`config.mk`:
```
export PLATFORM = sky130hd
export DESIGN_NAME = oled_init_sequencer_flat
export DESIGN_NICKNAME = d
export VERILOG_FILES = /design/src/rtl/oled_init_sequencer_pkg.sv /design/src/rtl/oled_init_sequencer_if.sv /design/src/rtl/oled_init_sequencer_delay_timer.sv /design/src/rtl/oled_init_sequencer.sv /design/src/flat_wrapper.sv
export SDC_FILE = /design/constraint.sdc
export NUM_CORES = 1
export LEC_CHECK = 0
export ABC_AREA = 1
export CAP_MARGIN = 20
export CORE_ASPECT_RATIO = 1.4
export CORE_MARGIN = 3
export CORE_UTILIZATION = 48
export CTS_BUF_LIST = sky130_fd_sc_hd__clkbuf_16
export DETAILED_ROUTE_END_ITERATION = 6
export MAX_ROUTING_LAYER = met4
export PLACE_DENSITY = 0.7
export SYNTH_ARGS = -nofsm -noshare
export SYNTH_HDL_FRONTEND = slang
export SYNTH_SLANG_ARGS = --single-unit
export TNS_END_PERCENT = 100
```
`constraint.sdc`:
```
create_clock -name clock -period 1.97 [get_ports clock]
set_input_delay 0.2955 -clock clock [delete_from_list [all_inputs] [get_ports clock]]
set_output_delay 0.2955 -clock clock [all_outputs]
set_load 0.01 [all_outputs]
```
`src/rtl/oled_init_sequencer_pkg.sv`:
```
// Shared types, command bytes and step indices for the OLED init sequencer.
// Build macro OLED_CLEAR_EN inserts the display-RAM clear steps before display-on.
package oled_pkg;

  typedef enum logic [2:0] {
    ST_IDLE,
    ST_STEP,
    ST_SEND,
    ST_ACK,
    ST_REL,
    ST_DELAY,
    ST_DONE
  } state_t;

  localparam logic [7:0] CMD_DISP_OFF    = 8'hAE;
  localparam logic [7:0] CMD_CHG_PUMP    = 8'h8D;
  localparam logic [7:0] CMD_CHG_PUMP_EN = 8'h14;
  localparam logic [7:0] CMD_PRECHG      = 8'hD9;
  localparam logic [7:0] CMD_PRECHG_VAL  = 8'hF1;
  localparam logic [7:0] CMD_SEG_REMAP   = 8'hA1;
  localparam logic [7:0] CMD_COM_DIR     = 8'hC8;
  localparam logic [7:0] CMD_COM_CFG     = 8'hDA;
  localparam logic [7:0] CMD_COM_CFG_VAL = 8'h20;
  localparam logic [7:0] CMD_ADDR_MODE   = 8'h20;
  localparam logic [7:0] CMD_DISP_ON     = 8'hAF;

  localparam int CLEAR_BYTES = 512;

  localparam int STEP_W = 5;
  typedef logic [STEP_W-1:0] step_t;

  // Each multi-byte command is split into one step per byte.
  localparam step_t STEP_VDD_ON       = 5'd0;
  localparam step_t STEP_DISP_OFF     = 5'd1;
  localparam step_t STEP_RES_LOW      = 5'd2;
  localparam step_t STEP_RES_HIGH     = 5'd3;
  localparam step_t STEP_CHG_PUMP     = 5'd4;
  localparam step_t STEP_CHG_PUMP_EN  = 5'd5;
  localparam step_t STEP_PRECHG       = 5'd6;
  localparam step_t STEP_PRECHG_VAL   = 5'd7;
  localparam step_t STEP_VBAT_ON      = 5'd8;
  localparam step_t STEP_SEG_REMAP    = 5'd9;
  localparam step_t STEP_COM_DIR      = 5'd10;
  localparam step_t STEP_COM_CFG      = 5'd11;
  localparam step_t STEP_COM_CFG_VAL  = 5'd12;
`ifdef OLED_CLEAR_EN
  localparam step_t STEP_ADDR_MODE     = 5'd13;
  localparam step_t STEP_ADDR_MODE_VAL = 5'd14;
  localparam step_t STEP_CLEAR         = 5'd15;
  localparam step_t STEP_DISP_ON       = 5'd16;
  localparam step_t STEP_DONE          = 5'd17;
`else
  localparam step_t STEP_DISP_ON       = 5'd13;
  localparam step_t STEP_DONE          = 5'd14;
`endif

  function automatic logic is_delay_step(step_t s);
    return (s == STEP_VDD_ON) || (s == STEP_RES_LOW) ||
           (s == STEP_RES_HIGH) || (s == STEP_VBAT_ON);
  endfunction

  function automatic logic [7:0] step_byte(step_t s);
    logic [7:0] b;
    b = 8'h00;
    case (s)
      STEP_DISP_OFF:      b = CMD_DISP_OFF;
      STEP_CHG_PUMP:      b = CMD_CHG_PUMP;
      STEP_CHG_PUMP_EN:   b = CMD_CHG_PUMP_EN;
      STEP_PRECHG:        b = CMD_PRECHG;
      STEP_PRECHG_VAL:    b = CMD_PRECHG_VAL;
      STEP_SEG_REMAP:     b = CMD_SEG_REMAP;
      STEP_COM_DIR:       b = CMD_COM_DIR;
      STEP_COM_CFG:       b = CMD_COM_CFG;
      STEP_COM_CFG_VAL:   b = CMD_COM_CFG_VAL;
`ifdef OLED_CLEAR_EN
      STEP_ADDR_MODE:     b = CMD_ADDR_MODE;
      STEP_ADDR_MODE_VAL: b = 8'h00;
      STEP_CLEAR:         b = 8'h00;
`endif
      STEP_DISP_ON:       b = CMD_DISP_ON;
      default:            b = 8'h00;
    endcase
    return b;
  endfunction

endpackage

```
`src/rtl/oled_init_sequencer_if.sv`:
```
// Byte-load handshake between the init sequencer (master) and the SPI byte sender (slave).
interface oled_init_sequencer_if;
  logic [7:0] spi_data_out;
  logic       spi_load;
  logic       spi_done;

  modport master (output spi_data_out, output spi_load, input spi_done);
  modport slave  (input spi_data_out, input spi_load, output spi_done);
endinterface

```
`src/rtl/oled_init_sequencer_delay_timer.sv`:
```
// Millisecond delay timer: load arms a countdown of ms_count * MS_CYCLES clock cycles.
module oled_delay_timer #(
  parameter int MS_CYCLES = 100000,
  parameter int MAX_MS    = 100
) (
  input  logic                         clock,
  input  logic                         reset,
  input  logic                         load,
  input  logic [$clog2(MAX_MS+1)-1:0]  ms_count,
  output logic                         expired
);

  localparam int CNT_W = $clog2(MAX_MS * MS_CYCLES + 1);

  logic [CNT_W-1:0] cnt;
  logic [31:0]      total;
  logic [CNT_W-1:0] load_value;

  // Loading N*MS-1 makes the owner see expired after exactly N*MS cycles in its wait state.
  assign total      = 32'(ms_count) * 32'(MS_CYCLES);
  assign load_value = (total == 32'd0) ? '0 : CNT_W'(total - 32'd1);
  assign expired    = (cnt == '0);

  always_ff @(posedge clock) begin
    if (reset) begin
      cnt <= '0;
    end else if (load) begin
      cnt <= load_value;
    end else if (cnt != '0) begin
      cnt <= cnt - 1'b1;
    end
  end

endmodule

```
`src/rtl/oled_init_sequencer.sv`:
```
// SSD1306 power-up sequencer: sequences the rails/reset pins and streams init commands to the SPI sender.
// Build macro OLED_CLEAR_EN adds horizontal addressing plus a 512-byte display clear before display-on.
module oled_init_sequencer
  import oled_pkg::*;
#(
  parameter int MS_CYCLES     = 100000,
  parameter int RES_DELAY_MS  = 1,
  parameter int VBAT_DELAY_MS = 100
) (
  input  logic                         clock,
  input  logic                         reset,
  input  logic                         start,
  output logic                         busy,
  output logic                         init_done,
  oled_init_sequencer_if.master        spi,
  output logic                         oled_dc,
  output logic                         oled_res_n,
  output logic                         oled_vdd_n,
  output logic                         oled_vbat_n
);

  localparam int MAX_MS = (VBAT_DELAY_MS > RES_DELAY_MS) ? VBAT_DELAY_MS : RES_DELAY_MS;
  localparam int MS_W   = $clog2(MAX_MS + 1);

  state_t           state;
  state_t           next_state;
  step_t            step;
  logic             done_meta;
  logic             done_sync;
  logic             timer_load;
  logic [MS_W-1:0]  timer_ms;
  logic             timer_expired;
  logic             spi_load_c;
  logic [7:0]       data_q;

`ifdef OLED_CLEAR_EN
  logic [9:0]       clear_cnt;
`endif

  oled_delay_timer #(
    .MS_CYCLES (MS_CYCLES),
    .MAX_MS    (MAX_MS)
  ) u_delay_timer (
    .clock    (clock),
    .reset    (reset),
    .load     (timer_load),
    .ms_count (timer_ms),
    .expired  (timer_expired)
  );

  // done_send comes from the sender's divided clock domain.
  always_ff @(posedge clock) begin
    if (reset) begin
      done_meta <= 1'b0;
      done_sync <= 1'b0;
    end else begin
      done_meta <= spi.spi_done;
      done_sync <= done_meta;
    end
  end

  always_ff @(posedge clock) begin
    if (reset) begin
      state <= ST_IDLE;
    end else begin
      state <= next_state;
    end
  end

  always_comb begin
    next_state = state;
    timer_load = 1'b0;
    timer_ms   = '0;
    spi_load_c = 1'b0;
    busy       = 1'b0;
    init_done  = 1'b0;
    case (state)
      ST_IDLE: begin
        if (start) next_state = ST_STEP;
      end
      ST_STEP: begin
        busy = 1'b1;
        if (step == STEP_DONE) begin
          next_state = ST_DONE;
        end else if (is_delay_step(step)) begin
          next_state = ST_DELAY;
          timer_load = 1'b1;
          timer_ms   = (step == STEP_VBAT_ON) ? MS_W'(VBAT_DELAY_MS) : MS_W'(RES_DELAY_MS);
        end else begin
          next_state = ST_SEND;
        end
      end
      ST_SEND: begin
        busy       = 1'b1;
        spi_load_c = 1'b1;
        next_state = ST_ACK;
      end
      ST_ACK: begin
        busy       = 1'b1;
        spi_load_c = 1'b1;
        if (done_sync) next_state = ST_REL;
      end
      ST_REL: begin
        busy = 1'b1;
        if (!done_sync) next_state = ST_STEP;
      end
      ST_DELAY: begin
        busy = 1'b1;
        if (timer_expired) next_state = ST_STEP;
      end
      ST_DONE: begin
        init_done = 1'b1;
      end
      default: next_state = ST_IDLE;
    endcase
  end

  assign spi.spi_load     = spi_load_c;
  assign spi.spi_data_out = data_q;

  // Pins and the outgoing byte are only updated on entry to a step, so they stay glitch-free.
  always_ff @(posedge clock) begin
    if (reset) begin
      step        <= STEP_VDD_ON;
      data_q      <= 8'h00;
      oled_dc     <= 1'b0;
      oled_res_n  <= 1'b1;
      oled_vdd_n  <= 1'b1;
      oled_vbat_n <= 1'b1;
`ifdef OLED_CLEAR_EN
      clear_cnt   <= '0;
`endif
    end else begin
      case (state)
        ST_STEP: begin
          if (!is_delay_step(step) && (step != STEP_DONE)) begin
            data_q <= step_byte(step);
          end
`ifdef OLED_CLEAR_EN
          oled_dc <= (step == STEP_CLEAR);
`else
          oled_dc <= 1'b0;
`endif
          case (step)
            STEP_VDD_ON:   oled_vdd_n  <= 1'b0;
            STEP_RES_LOW:  oled_res_n  <= 1'b0;
            STEP_RES_HIGH: oled_res_n  <= 1'b1;
            STEP_VBAT_ON:  oled_vbat_n <= 1'b0;
            default: ;
          endcase
        end
        ST_REL: begin
          if (!done_sync) begin
`ifdef OLED_CLEAR_EN
            // The clear step repeats itself until every display byte has gone out.
            if ((step == STEP_CLEAR) && (clear_cnt != 10'(CLEAR_BYTES - 1))) begin
              clear_cnt <= clear_cnt + 10'd1;
            end else begin
              clear_cnt <= '0;
              step      <= step + step_t'(1);
            end
`else
            step <= step + step_t'(1);
`endif
          end
        end
        ST_DELAY: begin
          if (timer_expired) step <= step + step_t'(1);
        end
        default: ;
      endcase
    end
  end

endmodule

```
`src/flat_wrapper.sv`:
```
// flat-port wrapper written by rule: the top's interface ports become plain ports
module oled_init_sequencer_flat import oled_pkg::*;
#(
  parameter int MS_CYCLES     = 100000,
  parameter int RES_DELAY_MS  = 1,
  parameter int VBAT_DELAY_MS = 100
)
  (clock, reset, start, busy, init_done, oled_dc, oled_res_n, oled_vdd_n, oled_vbat_n, spi_spi_data_out, spi_spi_load, spi_spi_done);
  oled_init_sequencer_if spi_i ();
  input  logic clock;
  input  logic reset;
  input  logic start;
  output logic busy;
  output logic init_done;
  output logic oled_dc;
  output logic oled_res_n;
  output logic oled_vdd_n;
  output logic oled_vbat_n;
  output wire logic [$bits(spi_i.spi_data_out)-1:0] spi_spi_data_out;
  output wire logic [$bits(spi_i.spi_load)-1:0] spi_spi_load;
  input wire logic [$bits(spi_i.spi_done)-1:0] spi_spi_done;
  assign spi_spi_data_out = spi_i.spi_data_out;
  assign spi_spi_load = spi_i.spi_load;
  assign spi_i.spi_done = spi_spi_done;
  oled_init_sequencer #(.MS_CYCLES(MS_CYCLES), .RES_DELAY_MS(RES_DELAY_MS), .VBAT_DELAY_MS(VBAT_DELAY_MS)) u_core (.clock(clock), .reset(reset), .start(start), .busy(busy), .init_done(init_done), .spi(spi_i), .oled_dc(oled_dc), .oled_res_n(oled_res_n), .oled_vdd_n(oled_vdd_n), .oled_vbat_n(oled_vbat_n));
endmodule
```
==> impl_metrics.toml, run 1 <==
[outcome]
status = "finished clean"

[sta]
fmax_ghz = 0.5246
setup_viol = 0
rsz0062_at_grt = "true"
finalCritPeriodShare_pct = 96.76
min_period_ns = 1.906
skew_ns = 0.004992
slew_violations = 0
hold_viol_final = 0

[worst_setup_path]
r2r_start = "u_core.step[1]$_SDFFE_PP0P_"
path_cells = "buf_4, nand3_1, inv_1, clkdlybuf4s50_1"
startpoint_type = "flop"
cp_data_arrival_time_ns = 1.61
worst-path-max-fanout = 7
reg2regPathDepth = 11
end_kind = "output port"
path_buf_inv = 3
r2r-end = "u_core.u_delay_timer.cnt[1]$_SDFFE_PP0P_"
cp_slowest_stage_delay_ns = 0.53
crit_type = "reg -> out"
cp_top_family = "buffers and inverters"
r2r_slack_ns = 0.07
cp.required_ns = 1.67
cp_slowest_cell = "clkdlybuf4s50_1"

[detailed_routing]
routed_wl_um = 7789
drt_iter0_markers = 133
avgViaCountPerCell = 5.271
antenna_left = 0
num_vias = 2899
routedWlPerCell_um = 14.16
drc = 0
dr.pass1.iters = 4

[yosys]
syn_area_um2 = 2897
ys_seq_area_share_pct = 36.63
netlist_instances = 406
ys_ff_latch = 53
synth_top_area_share_pct = 36.63
yosysTopAreaCell = "dfxtp_1"
ys_warn_count = 0
avgSynthCellArea_um2 = 7.134
ys_types = 37
syn-num-nets = 420
synth.area.top_cells = "dfxtp_1, nand2_1, nor2_1"

[min_path]
min_from = "u_core.done_meta$_SDFF_PP0_"
hold_path_end = "u_core.done_sync$_SDFF_PP0_"
worstHoldPathCells = 2
worstHoldPathType = "reg -> reg"

[power]
peakVddDrop_v = 0.0006240
clockPowerShare_pct = 19.8
p_sw_share_pct = 40.63
p_per_area_nw_per_um2 = 1395
p_switching_uw = 2272
report.power.total_uw = 5592
p_int_uw = 3320
pwr-share-seq_pct = 27.0
p_comb_share_pct = 53.2
cellLeakagePower_uw = 0.001803

[clock_network]
ctsLongestPathBuffers = 2
tritoncts = "built"
numCtsBuffers = 5
insertion_delay_ns = 0.29
htree_levels = 2
clock-sinks = 53
clockRootBuffer = "clkbuf_16"
cts_hold_buf = 0
path_clk_slew_ns = 0.07

[place]
post-dp-hpwl_um = 5655
postPlaceCellArea_um2 = 3507
place_congestion = 0.9105
portBuffers = 17
place_inst = 530

[die]
die_w_um = 71.65
die-area_um2 = 7016
row_count = 32
initial_utilization_pct = 50.95
core_um2 = 5685
io_pins = 19
die_h_um = 97.92

[grt]
grt_overflow = 0
track_usage_pct = 22.58
first_global_vias = 2726
grt_pass1_wl_um = 12490
grt_max_degree = 21
antenna_found_initial = 0

[final_layout]
stdcell_count = 550
register_area_um2 = 1076
final_area_um2 = 4008
multi_input_area_um2 = 1826
final_nets = 495
num_antenna_cells = 0
nFillCells = 445
utilization_pct = 70.49
drive_gt1_share_pct = 31.33
area_growth_pct = 38.36

[flow_run]
maxCapViolations = 0
[logic make-up (layout without fill, tap and decap cells)]
group	after synthesis	in the layout	synth area share [%]
adders and majority gates	10	10	4.320
other	1	1	0.1295
and+or+nand+nor	214	214	36.03
xor gates and xnor gates	12	12	3.628
AOI/OAI and AO/OA	60	60	11.58
DFF	53	53	36.63
buffers and inverters	56	132	7.689
[metrics by stage]
step           setup WS (ns)  hold WS [ns]   TNS, ns
2_1_floorplan       0.006405        0.3854         0
3_3_place_gp         0.03774        0.3905         0
3_5_place_dp        -0.01835        0.4151  -0.04751
4_1_cts             -0.04175        0.4249  -0.04175
5_1_grt             -0.05361        0.4240   -0.2465
6_report             0.06382        0.4202         0
[synthesized netlist by cell type, drive strengths merged]
| cell type | instances |
|---|---|
| nand2 | 87 |
| nor2 | 66 |
| dfxtp | 53 |
| inv | 45 |
| nand3 | 41 |
| a21oi | 32 |
| o21ai | 14 |
| ha | 10 |
| buf | 8 |
| nor3 | 8 |
| xnor2 | 7 |
| a31oi | 5 |
| xor2 | 5 |
| nand3b | 4 |
| nor4 | 4 |
| a211oi | 3 |
| or2 | 3 |
| clkbuf | 2 |
| o211ai | 2 |
| a2111oi | 1 |
| clkinv | 1 |
| conb | 1 |
| nand4 | 1 |
| o22ai | 1 |
| o31ai | 1 |
| o41ai | 1 |
[metal layers]
layer / track usage, % / vias up / routed length [um]
li1: - / 1468 / -
met1: 24.89 / 1340 / 2956
met2: 39.59 / 69 / 4383
met3: 3.399 / 22 / 216
met4: 9.551 / 0 / 232
met5: - / - / 0
[worst max-delay path by stage]
| stage | startpoint | endpoint | slack, ns | depth (start not counted) |
|---|---|---|---|---|
| after detailed placement | u_core.step[0]$_SDFFE_PP0P_ | u_core.u_delay_timer.cnt[1]$_SDFFE_PP0P_ | -0.02 | 10 |
| after floorplan | u_core.u_delay_timer.cnt[1]$_SDFFE_PP0P_ | flop | 0.006 | 14 |
| final | u_core.state[2]$_SDFFE_PP0P_ | init_done | 0.06 | 4 |
| after CTS | u_core.state[0]$_SDFFE_PP0P_ | u_core.u_delay_timer.cnt[1]$_SDFFE_PP0P_ | -0.04 | 10 |
| after global placement | u_core.u_delay_timer.cnt[1]$_SDFFE_PP0P_ | flop | 0.04 | 14 |
| after global routing | u_core.u_delay_timer.cnt[11]$_SDFFE_PP0P_ | flop | -0.05 | 13 |
[final cells by class]
class	instances	share of cell area, %
clock inverters	3	1.623
repair buffers	78	16.27
multi-input cells	297	45.55
clock buffers	5	3.122
inverters	46	4.465
flip-flops and latches	53	26.85
well taps	68	2.123
[tightest hold or removal path: stages, from the launching register on]
cell and delay [ns]:
dfxtp_1 0.30, inv_1 0.05, nor2_1 0.03
[layout by cell type, fill, tap and decap left out, types with 6 or more instances in the layout]
cell type,netlist,layout
nand2_2,7,12
nand3_1,36,34
a21oi_1,32,31
dfxtp_2,0,12
inv_1,40,36
xnor2_1,7,6
nor2_1,57,47
nand2_1,77,69
inv_2,5,7
nor2_2,6,13
o21ai_0,14,13
dfxtp_1,53,41
clkdlybuf4s50_1,0,16
buf_4,1,59
[timing repair]
item	in CTS	in global routing
endpoints found under the setup margin	6	41
pin swaps	1	24
resized for setup	8	56
buffers inserted	1	11
[power by group through the flow]
stage                     Clock (uW)  Combinational [uW]  Sequential, uW
final                           1110                2980            1510
after global routing            1160                3330            1530
after CTS                       1130                2650            1470
after detailed placement           0                2590            1490
after global placement             0                2540            1480
after floorplan                    0                1740            1460
(Power assumes the default switching activity.)
==> run 2, diff against run 1 <==
--- a/config.mk
+++ b/config.mk
@@ -14,6 +14,7 @@
 export DETAILED_ROUTE_END_ITERATION = 6
 export MAX_ROUTING_LAYER = met4
 export PLACE_DENSITY = 0.7
+export SKIP_LAST_GASP = 1
 export SYNTH_ARGS = -nofsm -noshare
 export SYNTH_HDL_FRONTEND = slang
 export SYNTH_SLANG_ARGS = --single-unit
==> impl_metrics.toml, run 2 (same netlist as run 1, synthesis figures left out) <==
[power]
p_switching_uw = 2206
pwr-share-seq_pct = 27.5
p_per_area_nw_per_um2 = 1400
p_sw_share_pct = 40.36
clockPowerShare_pct = 20.2
cellLeakagePower_uw = 0.001784
peakVddDrop_v = 0.0006038
report.power.total_uw = 5466
p_int_uw = 3260
p_comb_share_pct = 52.3

[place]
place_congestion = 0.9105
place_inst = 530
post-dp-hpwl_um = 5655
portBuffers = 17
postPlaceCellArea_um2 = 3507

[clock_network]
path_clk_slew_ns = 0.07
numCtsBuffers = 5
tritoncts = "built"
ctsLongestPathBuffers = 2
cts_hold_buf = 0
insertion_delay_ns = 0.29
clockRootBuffer = "clkbuf_16"
clock-sinks = 53
htree_levels = 2

[detailed_routing]
routed_wl_um = 7590
avgViaCountPerCell = 5.221
antenna_left = 0
num_vias = 2840
dr.pass1.iters = 5
drc = 0
drt_iter0_markers = 124
routedWlPerCell_um = 13.95

[die]
die_w_um = 71.65
core_um2 = 5685
io_pins = 19
die_h_um = 97.92
die-area_um2 = 7016
row_count = 32
initial_utilization_pct = 50.95

[outcome]
status = "finished clean"

[flow_run]
maxCapViolations = 0

[grt]
first_global_vias = 2726
track_usage_pct = 22.58
grt_max_degree = 21
grt_pass1_wl_um = 12490
grt_overflow = 0
antenna_found_initial = 0

[sta]
rsz0062_at_grt = "true"
skew_ns = 0.004367
hold_viol_final = 0
tns_ns = 0
min_period_ns = 1.962
finalCritPeriodShare_pct = 99.59
fmax_ghz = 0.5097
setup_viol = 0
slew_violations = 0
timing.hold.ws_ns = 0.4196

[min_path]
min_from = "u_core.done_meta$_SDFF_PP0_"
worstHoldPathType = "reg -> reg"

[final_layout]
final_cell_mix = "nand2_1, buf_4, nor2_1"
area_growth_pct = 34.82
drive_gt1_share_pct = 28.57
num_antenna_cells = 0
stdcell_count = 544
layout_commonest_cell = "nand2_1"
final_nets = 489
final_area_um2 = 3905

[worst_setup_path]
cp-startpoint = "u_core.u_delay_timer.cnt[0]$_SDFFE_PP0P_"
cp.required_ns = 2.20
r2r_start = "u_core.u_delay_timer.cnt[0]$_SDFFE_PP0P_"
worst-path-max-fanout = 7
cp_data_arrival_time_ns = 2.19
crit_type = "reg -> reg"
startpoint_type = "flop"
end_kind = "flop"
==> run 2: changes by cell type in the layout (fill, tap and decap cells not counted), sizes merged <==
cell	delta
dlygate4sd2	-1
dlymetal6s2s	+1
buf	-6
==> run 2: final timing paths <==
| check | end | slack, ns | depth (start not counted) |
|---|---|---|---|
| hold / removal | u_core.done_sync$_SDFF_PP0_ | 0.42 | 2 |
| setup / recovery | flop | 0.008 | 14 |
| hold reg to reg | u_core.done_sync$_SDFF_PP0_ | 0.42 | 2 |
| setup reg to reg | flop | 0.008 | 14 |
==> run 2: timing repair <==
action | 4_1_cts | 5_1_grt
buffers inserted | 1 | 5
gates resized for setup | 6 | 44
pin swaps | 1 | 13
endpoints found under the setup margin | 6 | 43
==> run 2: metrics by stage <==
stage | util, % | setup slack (ns)
after floorplan | - | 0.006405
after global placement | 61.69 | 0.03774
after CTS | 65.38 | -0.04175
after global routing | 68.68 | -0.1492
final | 68.68 | 0.008021
after detailed placement | 61.69 | -0.01835
==> run 2: critical path, cell delays in order, from the launching register on <==
cell,delay (ns)
dfxtp_1,0.37
inv_2,0.06
ha_4,0.15
nand2_2,0.10
nor2_4,0.05
nand3_4,0.08
nand2_8,0.08
nand3_2,0.10
nand2_2,0.07
nor2_4,0.15
nand2_4,0.06
inv_1,0.08
ha_2,0.26
or2_1,0.22
nand3_1,0.07
==> run 2: area by class of cell <==
class / count / area, um2
flip-flops and latches: 53 / 1071
multi-input cells: 297 / 1772
clock inverters: 3 / 65.06
clock buffers: 5 / 125.1
repair buffers: 72 / 610.6
well taps: 68 / 85.08
fillers: 459 / 1780
inverters: 46 / 176.4
==> run 2: metal layers <==
layer  GRT usage, %  up-vias  part of all wire, %  wire length [um]
met5              -        -                    0                 0
met4          9.551        0                  3.2               241
met3          3.399       21                  2.7               206
met2          39.59       65                   55              4191
met1          24.89     1309                   39              2950
li1               -     1445                    -                 -
==> run 2: power groups by stage <==
stage                     Clock, uW  Sequential (uW)  Combinational [uW]
final                          1110             1500                2860
after global routing           1160             1520                3210
after CTS                      1130             1470                2650
after detailed placement          0             1490                2590
after global placement            0             1480                2540
after floorplan                   0             1460                1740
